## src/rtl/sbox_layer_ctrl.sv

```systemverilog
// Serial substitution layer: a 4*NIBBLES-bit state is pushed nibble by nibble
// through one shared 4-bit S-box, results written back in place.

module sub_byte (
    input  logic [3:0] nib_i,
    output logic [3:0] nib_o
);
    always_comb begin
        nib_o = 4'h0;
        unique case (nib_i)
            4'h0: nib_o = 4'hc;
            4'h1: nib_o = 4'h5;
            4'h2: nib_o = 4'h6;
            4'h3: nib_o = 4'hb;
            4'h4: nib_o = 4'h9;
            4'h5: nib_o = 4'h0;
            4'h6: nib_o = 4'ha;
            4'h7: nib_o = 4'hd;
            4'h8: nib_o = 4'h3;
            4'h9: nib_o = 4'he;
            4'ha: nib_o = 4'hf;
            4'hb: nib_o = 4'h8;
            4'hc: nib_o = 4'h4;
            4'hd: nib_o = 4'h7;
            4'he: nib_o = 4'h1;
            4'hf: nib_o = 4'h2;
            default: nib_o = 4'h0;
        endcase
    end
endmodule

module sbox_layer_ctrl #(
    parameter int NIBBLES = 16,
    parameter int CW      = 4
) (
    input  logic                   clk,
    input  logic                   rst_n,
    input  logic                   clear,
    input  logic                   in_valid,
    output logic                   in_ready,
    input  logic [4*NIBBLES-1:0]   in_data,
    output logic                   out_valid,
    input  logic                   out_ready,
    output logic [4*NIBBLES-1:0]   out_data,
    output logic                   busy,
    output logic [CW-1:0]          nib_idx,
    output logic [1:0]             fsm_state_o
);
    // Handshakes: a transfer happens on a rising edge where valid and ready are
    // both high. in_ready is high only in IDLE; out_valid only in DONE, where
    // out_data is held stable until out_ready. clear overrides both transfers.

    typedef enum logic [1:0] {
        ST_IDLE = 2'd0,
        ST_SUB  = 2'd1,
        ST_DONE = 2'd2
    } fsm_t;

    localparam logic [CW-1:0] LAST_IDX = CW'(NIBBLES - 1);

    fsm_t                      fsm_q;
    logic [NIBBLES-1:0][3:0]   state_q;
    logic [CW-1:0]             cnt_q;
    logic                      in_ready_q;
    logic                      out_valid_q;
    logic                      busy_q;

    logic [3:0]                sub_in_d;
    logic [3:0]                sub_out_d;

    assign sub_in_d = state_q[cnt_q];

    sub_byte u_sub_byte (
        .nib_i (sub_in_d),
        .nib_o (sub_out_d)
    );

    always_ff @(posedge clk or negedge rst_n) begin
        if (!rst_n) begin
            fsm_q       <= ST_IDLE;
            state_q     <= '0;
            cnt_q       <= '0;
            in_ready_q  <= 1'b1;
            out_valid_q <= 1'b0;
            busy_q      <= 1'b0;
        end else if (clear) begin
            // The state register is deliberately left untouched on abort.
            fsm_q       <= ST_IDLE;
            cnt_q       <= '0;
            in_ready_q  <= 1'b1;
            out_valid_q <= 1'b0;
            busy_q      <= 1'b0;
        end else begin
            unique case (fsm_q)
                ST_IDLE: begin
                    if (in_valid && in_ready_q) begin
                        state_q    <= in_data;
                        cnt_q      <= '0;
                        fsm_q      <= ST_SUB;
                        in_ready_q <= 1'b0;
                        busy_q     <= 1'b1;
                    end
                end
                ST_SUB: begin
                    state_q[cnt_q] <= sub_out_d;
                    if (cnt_q == LAST_IDX) begin
                        cnt_q       <= '0;
                        fsm_q       <= ST_DONE;
                        out_valid_q <= 1'b1;
                    end else begin
                        cnt_q <= cnt_q + 1'b1;
                    end
                end
                ST_DONE: begin
                    if (out_ready) begin
                        fsm_q       <= ST_IDLE;
                        out_valid_q <= 1'b0;
                        in_ready_q  <= 1'b1;
                        busy_q      <= 1'b0;
                    end
                end
                default: begin
                    fsm_q       <= ST_IDLE;
                    cnt_q       <= '0;
                    in_ready_q  <= 1'b1;
                    out_valid_q <= 1'b0;
                    busy_q      <= 1'b0;
                end
            endcase
        end
    end

    assign in_ready    = in_ready_q;
    assign out_valid   = out_valid_q;
    assign out_data    = state_q;
    assign busy        = busy_q;
    assign nib_idx     = cnt_q;
    assign fsm_state_o = fsm_q;

endmodule
```

## config.mk

```make
export PLATFORM = sky130hd
export DESIGN_NAME = sbox_layer_ctrl
export DESIGN_NICKNAME = d
export VERILOG_FILES = /design/src/rtl/sbox_layer_ctrl.sv
export SDC_FILE = /design/constraint.sdc
export NUM_CORES = 1
export LEC_CHECK = 0
export CORE_MARGIN = 5
export CORE_UTILIZATION = 35
export CTS_BUF_LIST = sky130_fd_sc_hd__clkbuf_8
export DETAILED_ROUTE_END_ITERATION = 16
export PLACE_DENSITY = 0.66
export SLEW_MARGIN = 0
export SYNTH_ARGS = -nofsm -noshare
export SYNTH_HDL_FRONTEND = slang
export SYNTH_SLANG_ARGS = --single-unit
```

## constraint.sdc

```tcl
create_clock -name clk -period 3.4 [get_ports clk]
set_clock_uncertainty 0.15 [all_clocks]
set_input_delay 0.34 -clock clk [delete_from_list [all_inputs] [get_ports clk]]
set_output_delay 0.34 -clock clk [all_outputs]
set_load 0.05 [all_outputs]
```

* After elaboration in Yosys (flattened, before gate mapping)
Memory sizes are Yosys's and may differ from the RTL's.
Cells that the tools add are included.
** Word-level totals
- Input bits :: 69
- Memories :: 1
- Logic and storage cells :: 72
- Bits in registers :: 73
- ROM bits :: 64
- Output and inout port bits :: 73
** Memories
- (no name shown) :: depth 16, bits a word 4, read ports 1, clocked after Yosys merged registers in 0, write ports 0, line 10 : unique case (nib_i)
** Operators by class
- $add $sub $neg :: 1
- Eq/ne operators :: 10
- Mux-type cells :: 27
- Magnitude comparators :: 2
- Reductions and logical operators :: 9
- Bitwise logic cells :: 1
** Operator list (number)
- case mux 64 bit (2 select lines) :: 1
- bitwise mux 64 bit :: 1
- 2-to-1 mux 64 bit :: 1
- 2-to-1 mux 4 bit :: 5
- binary-select mux 4 bit (select 4 bit) :: 1
- demux 4 bit (select 4 bit) :: 1
- case mux 4 bit (3 select lines) :: 1
- AND reduction 3 bit :: 4
- inequality test 3 bit (second input constant) :: 3
- case mux 1 bit (3 select lines) :: 3
- 2-to-1 mux 1 bit :: 8
- 2-to-1 mux 2 bit :: 4
- inequality test 2 bit (second input constant) :: 4
- case mux 2 bit (3 select lines) :: 1
- less-than comparator 4 x 5 -> 1 bit (second input constant) :: 1
- adder 4 x 1 -> 4 bit (second input constant) :: 1
- == test 4 bit (second input constant) :: 1
- greater-or-equal comparator 4 x 1 -> 1 bit (second input constant) :: 1
- == test 2 x 1 -> 1 bit (second input constant) :: 1
- == test 2 bit (second input constant) :: 1
- logical AND 1 bit :: 2
- zero test 2 bit :: 1
- AND reduction 2 bit :: 1
- nonzero test 2 bit :: 1
- inverter 1 bit :: 1

* Depth between registers and ports, before layout
- Depth after elaboration :: 6
- Depth in mapped cells :: 11
- Mapped depth without buffers :: 9

* Cells and area by module
Synthesis repeated with hierarchy kept, for this count alone.
** Unflattened totals
- Cells, all modules :: 441
- Area total of the unflattened synthesis :: 4483.0 um^2
** By module, submodules not included
- sbox_layer_ctrl :: cells each 424, sequential area each 1828.0 um^2, area an instance 4322.9 um^2, times used 1
- sub_byte :: cells each 17, sequential area each 0.0 um^2, area an instance 160.2 um^2, times used 1

* Least setup slack after synthesis
OpenSTA, ideal clock, no wires.
- Path type :: reg2reg
- From :: register cnt_q[0], in the netlist nib_idx[0]
- To :: register state_q, in the netlist out_data[50]
- Buffers on the path :: 3
- Arrival :: 3.015 ns
- Data required time :: 3.109 ns
- Cell stages (with the launch flop) :: 10
- Path slack :: 0.094 ns
- Setup time :: 0.141 ns
- Clock period less this slack :: 3.306 ns
- Cells stage by stage :: dfrtp_1 buf_6 buf_8 mux4_1 a221oi_4 ha_1 o21a_1 a2bb2oi_2 buf_4 o221ai_1
** Between the ends
- Cells in the longest elaborated chain, start to end :: 6
- Elaborated cells between the ends (all ways) :: 10
- Those cells by class :: order compare: 2; mux: 6; reduce/logical: 1; memory: 1
** RTL lines
- start: declaration :: line 63 : logic [CW-1:0] cnt_q;
- start signal: assignment :: line 111 : cnt_q <= cnt_q + 1'b1;
- branches (longest 4 deep; another with memory (16 x 4 bit))
- bitwise mux 64 bit * :: line 105 : state_q[cnt_q] <= sub_out_d;
- case mux 64 bit (2 select lines) * :: line 94 : unique case (fsm_q)
- end signal: assignment :: line 97 : state_q <= in_data;
- end signal: indexed assignment :: line 105
- end: declaration :: line 62 : logic [NIBBLES-1:0][3:0] state_q;
Mark *: on every way between the ends. The select of a mux whose other input is x is not followed.
A chain may end at the register's enable or synchronous reset.

* Worst setup path in the final report
- From :: register cnt_q[0], in the netlist nib_idx[0]
- To :: register state_q, in the netlist out_data[1]
Same word-level chain as after synthesis.

==> metrics.yaml <==
r2r_cells: 10
route.met2.wl_um: 7622
holdCritPathClass: "primary input to async pin"
max_freq_mhz: 315.4
ys_ff_latch: 73
route.top_layer_used: "met4"
endpoint_kind: "flop"
drv_slew: 0
critPathLaunchType: "flop"
syn_to_final_growth_pct: 44.22
start_util_pct: 35.78
required_ns: 3.47
routed_wl_um: 15050
drt_iter0_drc: 245
ys_seq_area_share_pct: 42.53
hpwl_um: 11340
io_buffer_count: 141
slowest_delay_ns: 0.56
final.fill_count: 1140
syn-cell-area_um2: 4298
status: "finished, final reports clean"
gp_congestion: 0.9037
cts_tree: "built"
path_class: "flop to flop"
max_cap_viol_count: 0
die_x_um: 120.8
final_cell_mix: "162 x nand2_1, 140 x clkdlybuf4s50_1, 71 x o21ai_0, 71 x dfrtp_1, 27 x o221ai_1"
first_pass_iters: 5
seqCellArea_um2: 1829
r2r-start: "nib_idx[0]"
viasPerCell: 5.578
grt_pass1_vias: 4387
avgSynthCellArea_um2: 9.067
clock-sinks: 73
synth_nets: 552
drive_gt1_share_pct: 8.320
setup_viol: 0
wl_met1_um: 6015
power_uw: 4583
die_h_um: 120.8
powerDensity_nw_per_um2: 739.4
n_antenna_cell: 0
dr_wl_met3_um: 1191
route.detailed.drc: 0
synth-main-ff-cell: "dfrtp_1"
detail-route-antenna-nets: 0
grt_antenna_before_repair: 0
clk_latency_ns: 0.36
async_reset_ff_share_pct: 100.0
num_rows: 40
fin_nets: 698
postCtsSetupBuffers: 0
multiInputGateArea_um2: 2327
hold_violations: 0
worst_r2r_endpoint: "out_data[1]"
fin_tns_setup_ns: 0
synthCells: 474
grt_max_degree: 47
htree_levels: 3
ir_worst_vdd_mv: 0.3446
crit_buf_inv: 3
vias: 4306
dp_slack_ns: 0.03472
path_cells: "buf_12 -> mux4_1 -> a22o_1 -> a221oi_2 -> inv_2 -> ha_1 -> mux2_2 -> mux2i_4 -> buf_12 -> o221ai_1"
period_share_pct: 93.26
worst_pin_slew_ns: 0.6768
cts_root_buffer: "clkbuf_8"
final_common_cell: "nand2_1"
maxSlewHeadroom_pct: 54.77
path_delay_family: "multiplexers"
wire_per_inst_um: 19.49
ios: 142
grt_pass1_wl_um: 23800
slowest_stage: "mux4_1"
grt_use_total_pct: 20.86
min_period_ns: 3.171
core_area_um2: 12010
fp.dieArea_um2: 14600
critPathMaxFanout: 12
grt_overflow_total: 0
cts_buffer_depth: 2
rsz0062_at_grt: "no"
synth_warnings: 0
cpMostUsedCell: "buf_12"
setup_ws_ns: 0.2292
worstPathArrival_ns: 3.24
reg2reg_slack_ns: 0.23
p_leak_uw: 0.002588
synth_cell_types: 44
synth_edf_count: 0
cts_buffers: 9
clk_pin_slew_ns: 0.08
## cells in the mapped netlist (2+ instances only)
cell type	instances	area [µm²]
mux4_2	2	45.04
a22o_1	3	26.28
dfrtp_1	72	1802
clkbuf_1	14	52.55
nor3_1	3	15.01
and2_1	2	12.51
o21ai_1	3	15.01
mux2i_1	3	30.03
nand2_2	2	12.51
inv_1	4	15.01
nand2b_1	2	12.51
buf_6	3	33.78
clkbuf_2	4	20.02
and3_1	4	25.02
nand2_1	162	608.1
o221ai_1	27	236.5
ha_1	9	112.6
nor2_1	17	63.81
mux4_1	14	367.9
nor2b_1	2	12.51
o21ai_0	71	355.3
buf_1	2	7.510
a31oi_1	2	12.51
a22oi_1	4	30.03
a21o_1	9	67.56
a21oi_1	16	80.08
## sequential cells by signal (all words and copies together), names as in the netlist
register / flops
nib_idx: 4
out_valid: 1
busy: 1
out_data: 64
fsm_state_o: 2
in_ready: 1
## cell type report
| class | instances | area share [%] |
|---|---|---|
| Clock buffer | 11 | 2.442 |
| Clock inverter | 5 | 1.272 |
| Inverter | 5 | 0.3028 |
| Multi-Input combinational cell | 370 | 37.55 |
| Sequential cell | 73 | 29.51 |
| Tap cell | 147 | 2.967 |
| Timing Repair Buffer | 161 | 25.96 |
## repair_timing
action / CTS / global route
resized for setup: 0 / 3
hold endpoints to repair: 27 / 0
endpoints found under the setup margin: 0 / 37
hold buffers: 1 / 0
## worst register-to-register path: stages, from the launching register on
cell and delay [ns]:
dfrtp_1 0.44, buf_12 0.17, mux4_1 0.56, a22o_1 0.25, a221oi_2 0.29, inv_2 0.11, ha_1 0.20, mux2_2 0.28
mux2i_4 0.25, buf_12 0.19, o221ai_1 0.14
## layer usage
metal | global-route usage [%] | up-vias
met5 | 0 | -
met4 | 5.312 | 0
met3 | 5.426 | 15
met2 | 35.87 | 210
met1 | 26.14 | 2088
li1 | - | 1993
## cell families (layout without fill, tap and decap cells)
family | after synthesis | after routing | synth area share, %
adder cells (fa/ha/maj) | 9 | 9 | 2.620
XOR/XNOR | 1 | 1 | 0.3786
buffers and inverters | 31 | 182 | 3.726
AO/OA/AOI/OAI | 142 | 142 | 21.34
flip-flops | 73 | 73 | 42.53
multiplexers | 22 | 22 | 11.41
AND/OR/NAND/NOR | 196 | 196 | 17.99
## how the worst max path moves through the flow
| stage | start | to | depth (start not counted) | slack, ns |
|---|---|---|---|---|
| 2_1_floorplan | nib_idx[0] | out_data[50] | 9 | 0.09 |
| 3_3_place_gp | nib_idx[0] | out_data[12] | 8 | 0.19 |
| 3_5_place_dp | nib_idx[1] | out_data[12] | 7 | 0.03 |
| 4_1_cts | nib_idx[1] | out_data[12] | 7 | 0.01 |
| 5_1_grt | nib_idx[0] | out_data[1] | 10 | 0.04 |
| 6_report | nib_idx[0] | out_data[1] | 10 | 0.23 |
## report_power, final
group	total, µW	leakage [µW]	switching, µW	internal [µW]
combinational	2520	0.00159	1600	917
clock	780	0.000113	330	451
sequential	1290	0.000884	214	1070
## stage by stage
stage	area, µm²	hold WS (ns)	cells	util, %
after floorplan	4298	-0.1056	474	-
after global placement	5942	0.01366	755	49.47
after detailed placement	5942	0.01598	755	49.47
after CTS	6182	0.1581	772	51.47
after global routing	6198	0.1842	772	51.60
final	6198	0.1727	772	51.60
No activity file was read; power rests on OpenSTA's default activity.
